$ cat src/rtl/pirdsp_pkg.sv
// Shared definitions for PIRDSP datapath blocks: default widths and the
// accumulator FSM state encoding.
package pirdsp_pkg;

  localparam int XOR_WIDTH = 8;
  localparam int ACC_CNT_W = 4;

  typedef enum logic {
    IDLE  = 1'b0,
    ACCUM = 1'b1
  } acc_state_e;

endpackage

$ cat src/rtl/config_shift_chain.sv
// Generic N-bit serial configuration register: shifts din into q[0] while
// enable is high, q[N-1] is the serial output. Clears to zero on reset.
module config_shift_chain #(
  parameter int N = 5
) (
  input  logic         clk,
  input  logic         reset_n,
  input  logic         enable,
  input  logic         din,
  output logic [N-1:0] q,
  output logic         dout
);

  always_ff @(posedge clk or negedge reset_n) begin
    if (!reset_n) begin
      q <= '0;
    end else if (enable) begin
      q <= {q[N-2:0], din};
    end
  end

  assign dout = q[N-1];

endmodule

$ cat src/rtl/wide_xor_accumulator.sv
// Registers the wide XOR block's output and optionally XOR-folds it lane by
// lane over a configurable burst, presenting results on a valid/ready port.
module wide_xor_accumulator
  import pirdsp_pkg::*;
#(
  parameter int   WIDTH         = XOR_WIDTH,
  parameter int   CNT_W         = ACC_CNT_W,
  parameter logic input_freezed = 1'b0
) (
  input  logic             clk,
  input  logic             reset_n,
  input  logic [WIDTH-1:0] XORIN,
  input  logic             in_valid,
  output logic             in_ready,
  input  logic             flush,
  output logic [WIDTH-1:0] XORACC,
  output logic             out_valid,
  input  logic             out_ready,
  input  logic             configuration_input,
  input  logic             configuration_enable,
  output logic             configuration_output
);

  function automatic logic [WIDTH-1:0] lane_fold(input logic [WIDTH-1:0] a,
                                                 input logic [WIDTH-1:0] b);
    return a ^ b;
  endfunction

  logic [CNT_W:0]   cfg_q;
  logic [CNT_W-1:0] acclen;
  logic             accen;

  config_shift_chain #(.N(CNT_W + 1)) u_cfg (
    .clk     (clk),
    .reset_n (reset_n),
    .enable  (configuration_enable),
    .din     (configuration_input),
    .q       (cfg_q),
    .dout    (configuration_output)
  );

  assign acclen = cfg_q[CNT_W-1:0];
  assign accen  = cfg_q[CNT_W];

  acc_state_e       state, state_nx;
  logic [WIDTH-1:0] acc, acc_nx;
  logic [CNT_W-1:0] cnt, cnt_nx;
  logic [WIDTH-1:0] xoracc_p1;
  logic             vld_p1;

  logic [WIDTH-1:0] xin_p0;
  logic [WIDTH-1:0] fold_p0;
  logic             accept;
  logic             load;
  logic [WIDTH-1:0] load_data;

  // Ready is gated by reset so no beat can be claimed while held in reset.
  assign in_ready = reset_n && !configuration_enable && (!vld_p1 || out_ready);
  assign accept   = in_valid && in_ready;
  assign xin_p0   = input_freezed ? '0 : XORIN;
  assign fold_p0  = lane_fold((state == ACCUM) ? acc : '0, xin_p0);

  always_comb begin
    state_nx  = state;
    acc_nx    = acc;
    cnt_nx    = cnt;
    load      = 1'b0;
    load_data = xoracc_p1;
    if (configuration_enable) begin
      state_nx = IDLE;
      acc_nx   = '0;
      cnt_nx   = '0;
    end else if (accept) begin
      if (!accen) begin
        load      = 1'b1;
        load_data = xin_p0;
      end else if ((cnt == acclen) || flush) begin
        load      = 1'b1;
        load_data = fold_p0;
        state_nx  = IDLE;
        acc_nx    = '0;
        cnt_nx    = '0;
      end else begin
        state_nx = ACCUM;
        acc_nx   = fold_p0;
        cnt_nx   = cnt + 1'b1;
      end
    end else if (flush && accen && (state == ACCUM) && in_ready) begin
      // Early close with no beat: emit what has been folded so far.
      load      = 1'b1;
      load_data = acc;
      state_nx  = IDLE;
      acc_nx    = '0;
      cnt_nx    = '0;
    end
  end

  // Stage p1: accumulator state and output hold register
  always_ff @(posedge clk or negedge reset_n) begin
    if (!reset_n) begin
      state     <= IDLE;
      acc       <= '0;
      cnt       <= '0;
      xoracc_p1 <= '0;
      vld_p1    <= 1'b0;
    end else begin
      state <= state_nx;
      acc   <= acc_nx;
      cnt   <= cnt_nx;
      if (load) begin
        xoracc_p1 <= load_data;
        vld_p1    <= 1'b1;
      end else if (out_ready) begin
        vld_p1 <= 1'b0;
      end
    end
  end

  assign XORACC    = xoracc_p1;
  assign out_valid = vld_p1;

endmodule

$ cat config.mk
export PLATFORM = sky130hd
export DESIGN_NAME = wide_xor_accumulator
export DESIGN_NICKNAME = d
export VERILOG_FILES = /design/src/rtl/pirdsp_pkg.sv /design/src/rtl/config_shift_chain.sv /design/src/rtl/wide_xor_accumulator.sv
export SDC_FILE = /design/constraint.sdc
export NUM_CORES = 1
export LEC_CHECK = 0
export CAP_MARGIN = 0
export CORE_MARGIN = 5
export CORE_UTILIZATION = 30
export CTS_BUF_LIST = sky130_fd_sc_hd__clkbuf_2 sky130_fd_sc_hd__clkbuf_4 sky130_fd_sc_hd__clkbuf_8
export CTS_CLUSTER_SIZE = 40
export DETAILED_ROUTE_END_ITERATION = 8
export PLACE_DENSITY = 0.47
export RECOVER_POWER = 100
export SYNTH_ARGS = -nofsm -noshare
export SYNTH_HDL_FRONTEND = slang
export SYNTH_SLANG_ARGS = --single-unit
export TNS_END_PERCENT = 10
$ cat constraint.sdc
create_clock -name clk -period 3 [get_ports clk]
set_clock_uncertainty 0.1 [all_clocks]
set_input_delay 0.3 -clock clk [delete_from_list [all_inputs] [get_ports clk]]
set_output_delay 0.3 -clock clk [all_outputs]
set_load 0.01 [all_outputs]
==> flow_metrics.py, run 1 <==
metrics = {
    "status": {
        "outcome": "complete, no violations",
    },
    "setup_path": {
        "cp.arrival_ns": 2.44,
        "path_max_fanout": 11,
        "required_ns": 3.06,
        "critPathKind": "in2reg",
        "critPathCaptureType": "flop",
        "cp-start-kind": "input pin",
    },
    "timing": {
        "max-slew-margin-rel_pct": 18.1,
        "max_freq_mhz": 421,
        "whs_ns": 0.400,
        "finalHoldViolCount": 0,
        "rsz0062_at_grt": "no",
        "setup_viol": 0,
        "min_period_over_period_pct": 79.1,
        "slew_violations": 0,
        "final.setup.tns_ns": 0,
        "period_minus_slack_ns": 2.37,
        "tightestPinTransition_ns": 1.21,
    },
    "clock_network": {
        "path_clk_slew_ns": 0.11,
        "h-tree-depth": 1,
        "cts_setup_buffers": 0,
        "cts_root_buf": "clkbuf_8",
        "holdBufCountCts": 0,
        "cts_tree": "built",
        "cts_inserted_buffers": 3,
        "clock_path_buffers": 2,
        "clk_latency_ns": 0.28,
        "clock_sinks": 27,
        "cts-resized-gates": 0,
    },
    "detailed_routing": {
        "drtPass1Iterations": 4,
        "via_count": 1355,
        "antenna_left": 0,
        "first_iter_violations": 79,
        "wl_mm": 4.16,
        "drt-wirelength-per-cell_um": 16.6,
        "drcViolationCount": 0,
        "vias_per_cell": 5.40,
    },
    "cells_and_area": {
        "drive_above_1_share_pct": 10.6,
        "fin_cells": 251,
        "area_delta_synth_final_pct": 16.9,
        "fin_util_pct": 35.7,
        "n_antenna_cell": 0,
        "final_nets": 196,
    },
    "die": {
        "rows": 27,
        "die_w_um": 84.6,
        "dieArea_mm2": 0.00716,
        "core_mm2": 0.00547,
        "ios": 26,
        "initial_core_util_pct": 30.5,
        "die_h_um": 84.6,
    },
    "synth": {
        "yosysUniqueCellTypes": 37,
        "synthSimpleGateAreaFrac_pct": 18.3,
        "synthXorXnorAreaFrac_pct": 3.15,
        "synth_cells": 157,
        "ys_ff_latch": 27,
        "seq_area_frac_synth_pct": 40.4,
        "synth_top_family_by_area": "compound AO/OA/AOI/OAI gates",
        "synth_mux_area_share_pct": 9.36,
        "synth_compound_area_share_pct": 21.9,
        "synth_fa_ha_area_share_pct": 0.749,
        "ys_warn_count": 0,
        "postSynthAreaPerCell_um2": 10.6,
        "syn_nets": 173,
        "syn-cell-area_mm2": 0.00167,
    },
    "pwr": {
        "vdd_drop_max_mv": 0.166,
        "power_uw": 854,
        "power_density_mw_per_mm2": 438,
        "power.leakage_nw": 0.774,
    },
    "global_routing": {
        "gr-total-overflow": 0,
        "grt.total_usage_pct": 12.7,
        "antenna_found_initial": 0,
        "grt_max_degree": 29,
        "grt_pass1_vias": 1419,
        "grt_pass1_wl_mm": 7.31,
    },
    "placed_design": {
        "port-buffer-count": 25,
        "hpwl_mm": 3.02,
        "place.gp.congestion": 0.766,
        "placedCellCount": 247,
    },
    "hold_path": {
        "hold_path_class": "in2async",
    },
    "flow_run": {
        "maxCapViolations": 0,
    },
}
[placed cells by master, fill, tap and decap left out, types with 2 or more instances in the layout]
| cell | netlist | layout |
|---|---|---|
| clkbuf_8 | 0 | 3 |
| xor2_1 | 2 | 2 |
| o21ai_0 | 8 | 10 |
| nand4_2 | 6 | 6 |
| mux2_1 | 13 | 13 |
| buf_4 | 2 | 4 |
| nand3_1 | 2 | 2 |
| xnor2_1 | 4 | 4 |
| o311ai_0 | 0 | 7 |
| a41oi_1 | 8 | 9 |
| a32o_1 | 2 | 2 |
| inv_1 | 8 | 8 |
| dfrtp_1 | 27 | 27 |
| nand4_1 | 8 | 8 |
| a21oi_1 | 7 | 7 |
| dlygate4sd3_1 | 0 | 12 |
| clkdlybuf4s50_1 | 0 | 13 |
| nand2_1 | 23 | 23 |
[path summary, 6_finish.rpt]
check                                     start        end  slack (ns)  depth (start not counted)
max                        configuration_enable     acc[0]        0.63                          5
min                                     reset_n     acc[5]        0.40                          2
max reg2reg                               state     acc[2]        0.66                          4
min reg2reg                           XORACC[3]  XORACC[3]        0.40                          1
max in group asynchronous               reset_n     acc[3]        2.11                          2
min in group clk                      XORACC[3]  XORACC[3]        0.40                          1
[cell usage after synthesis, drive strengths merged]
library cell | count | area share [%]
o21ai | 10 | 3.0
ha | 1 | 0.75
or4b | 1 | 0.82
mux2i | 1 | 0.60
and3 | 1 | 0.37
o311ai | 7 | 6.8
a21o | 1 | 0.45
xnor2 | 4 | 2.1
and2 | 2 | 0.75
a41oi | 9 | 5.2
a22o | 1 | 0.52
nor2b | 2 | 1.2
a22oi | 1 | 1.3
nand2 | 23 | 5.2
inv | 8 | 1.8
nand3 | 2 | 0.60
and4 | 1 | 0.67
a31oi | 1 | 0.37
dfrtp | 27 | 40
o2111ai | 1 | 0.52
o21a | 1 | 0.45
clkbuf | 3 | 0.67
nand4 | 14 | 7.5
a32o | 2 | 1.2
a21oi | 7 | 2.1
mux2 | 13 | 8.8
buf | 9 | 3.7
xor2 | 2 | 1.0
nand2b | 2 | 1.2
[worst max-delay path, cell delays in order]
cell,delay (ns)
dlygate4sd3_1,0.58
nor2b_4,0.29
and3_1,0.35
or4b_4,0.55
o311ai_0,0.36
[flip-flops by register name, indices dropped and copies added, names as in the netlist]
signal / flops
u_cfg.q: 5
XORACC: 8
cnt: 4
acc: 8
out_valid: 1
state: 1
[power breakdown]
group / switching (mW) / leakage (nW) / total [mW] / internal, mW
clock: 0.127 / 0.0217 / 0.221 / 0.0946
combinational: 0.0975 / 0.390 / 0.192 / 0.0944
sequential: 0.0435 / 0.362 / 0.441 / 0.398
total: 0.268 / 0.774 / 0.854 / 0.587
[through the flow]
step           instance area (µm²)  worst slack (ns)
3_3_place_gp                  1980             0.541
5_1_grt                       1950             0.404
3_5_place_dp                  1980             0.472
6_report                      1950             0.626
2_1_floorplan                 1670              1.24
4_1_cts                       2020             0.658
[layer usage]
layer | wire (µm) | GRT usage, % | vias up
li1 | - | - | 635
met1 | 1950 | 17.5 | 682
met2 | 1960 | 19.6 | 32
met3 | 178 | 2.45 | 6
met4 | 71 | 4.60 | 0
met5 | 0 | 0 | -
[logic make-up after synthesis]
kind of cell               Yosys count
xor gates and xnor gates             6
DFF                                 27
muxes                               14
adders and majority gates            1
buffers and inverters               20
AOI/OAI and AO/OA                   41
and+or+nand+nor                     48
[final cells by class]
cell class | count | area [µm²]
timing repair buffer | 30 | 284
multi-input combinational | 110 | 823
tap | 72 | 90.1
clock inverter | 1 | 7.51
clock buffer | 3 | 41.3
fill | 578 | 3520
sequential | 27 | 676
inverter | 8 | 30.0
Note: power is estimated with default switching activity, not from simulation.
==> run 2: changes to the inputs <==
Settings changed: PLACE_DENSITY 0.47 to 0.48.
Clock period 3 ns to 2.18 ns, I/O delays scaled along.
==> flow_metrics.py, run 2 (synthesis results as in run 1) <==
metrics = {
    "setup_path": {
        "required_ns": 1.86,
        "path_max_fanout": 3,
        "critPathKind": "in2out",
        "r2r_start": "cnt[2]",
        "r2r_end": "acc[5]",
        "cp.arrival_ns": 1.66,
        "r2r_setup_slack_ns": 0.23,
        "critPathCaptureType": "primary output",
        "cp-start-kind": "input pin",
        "r2r_cells": 4,
    },
    "clock_network": {
        "cts_tree": "built",
        "clock_sinks": 27,
        "h-tree-depth": 1,
        "clk_latency_ns": 0.27,
        "cts_setup_buffers": 0,
        "cts_inserted_buffers": 3,
        "clock_path_buffers": 2,
        "cts-resized-gates": 0,
        "cts_root_buf": "clkbuf_8",
        "path_clk_slew_ns": 0.10,
        "holdBufCountCts": 0,
    },
    "global_routing": {
        "grt_max_degree": 29,
        "grt.total_usage_pct": 13.1,
        "gr-total-overflow": 0,
        "grt_pass1_wl_mm": 7.69,
        "antenna_found_initial": 0,
        "grt_pass1_vias": 1565,
    },
    "pwr": {
        "swShare_pct": 30.4,
        "p_sw_uw": 367,
        "p_comb_share_pct": 25.3,
        "clock_power_share_pct": 25.8,
        "power.leakage_nw": 0.826,
        "vdd_drop_max_mv": 0.209,
        "cell_internal_pwr_uw": 838,
        "p_seq_share_pct": 48.9,
        "power_density_mw_per_mm2": 594,
    },
    "cells_and_area": {
        "fin_util_pct": 37.1,
        "area_delta_synth_final_pct": 21.4,
        "layout_commonest_cell": "dfrtp_1",
        "n_antenna_cell": 0,
        "final_area_mm2": 0.00203,
        "final_nets": 205,
        "layout_common_cells": "27 x dfrtp_1, 23 x nand2_1, 14 x clkdlybuf4s50_1, 13 x mux2_1",
        "drive_above_1_share_pct": 15.4,
    },
    "die": {
        "die_h_um": 84.6,
        "dieArea_mm2": 0.00716,
        "initial_core_util_pct": 30.5,
        "core_mm2": 0.00547,
        "rows": 27,
        "die_w_um": 84.6,
        "ios": 26,
    },
    "timing": {
        "max-slew-margin-rel_pct": 52.5,
        "max_freq_mhz": 506,
        "setup_viol": 0,
        "slew_violations": 0,
        "final.setup.tns_ns": 0,
        "rsz0062_at_grt": "no",
        "min_period_over_period_pct": 90.7,
        "finalHoldViolCount": 0,
        "tightestPinTransition_ns": 0.713,
        "period_minus_slack_ns": 1.98,
    },
    "detailed_routing": {
        "antenna_left": 0,
        "drcViolationCount": 0,
        "first_iter_violations": 51,
        "drt-wirelength-per-cell_um": 16.6,
        "wl_mm": 4.31,
        "vias_per_cell": 5.29,
        "via_count": 1376,
        "drtPass1Iterations": 4,
    },
    "status": {
        "outcome": "complete, no violations",
    },
    "hold_path": {
        "hold_path_class": "in2async",
    },
    "flow_run": {
        "maxCapViolations": 0,
    },
    "placed_design": {
        "port-buffer-count": 25,
        "placed_area_mm2": 0.00204,
        "hpwl_mm": 3.10,
        "place.gp.congestion": 0.761,
    },
}
run 2: cell count changes in the layout (fill, tap and decap cells not counted), sizes merged:
cell           delta
dlygate4sd3       -1
clkbuf            +3
buf               +7
clkinvlp          -1
clkdlybuf4s50     +1
run 2: how the worst max path moves through the flow:
stage	startpoint	end	slack (ns)	depth (start not counted)
2_1_floorplan	state	XORACC[0]	0.42	6
3_3_place_gp	configuration_enable	XORACC[3]	0.09	6
3_5_place_dp	configuration_enable	XORACC[0]	0.04	6
4_1_cts	reset_n	in_ready	0.20	4
5_1_grt	reset_n	cnt[2]	0.09	6
6_report	reset_n	in_ready	0.20	4
run 2: layout make-up:
| cell class | instances | area [µm²] |
|---|---|---|
| multi-input combinational | 110 | 838 |
| clock buffer | 4 | 48.8 |
| inverter | 8 | 30.0 |
| sequential | 27 | 676 |
| timing repair buffer | 39 | 345 |
| fill | 577 | 3440 |
| tap | 72 | 90.1 |
run 2: stage by stage:
step           cells  hold slack, ns  power [mW]  setup WS, ns
2_1_floorplan    157          -0.178       0.764         0.421
3_3_place_gp     256           0.378       0.923        0.0873
3_5_place_dp     256           0.383       0.933        0.0430
4_1_cts          260           0.268        1.24         0.205
5_1_grt          260           0.431        1.28        0.0943
6_report         260           0.380        1.20         0.203
run 2: power groups by stage:
stage	Clock, mW	Combinational (mW)	Sequential [mW]
6_report	0.310	0.305	0.589
4_1_cts	0.321	0.331	0.593
3_3_place_gp	0	0.323	0.600
2_1_floorplan	0	0.162	0.602
3_5_place_dp	0	0.330	0.603
5_1_grt	0.351	0.334	0.599
run 2: routing by layer:
layer	wire length [µm]	up-vias	track usage [%]
met5	0	-	0
met4	27	0	5.61
met3	143	2	1.86
met2	2210	36	22.2
met1	1930	688	16.5
li1	-	650	-
run 2: critical path, cell delays in order:
cell	delay, ns
clkdlybuf4s50_1	0.48
nor2b_4	0.15
and2_1	0.18
dlygate4sd3_1	0.63
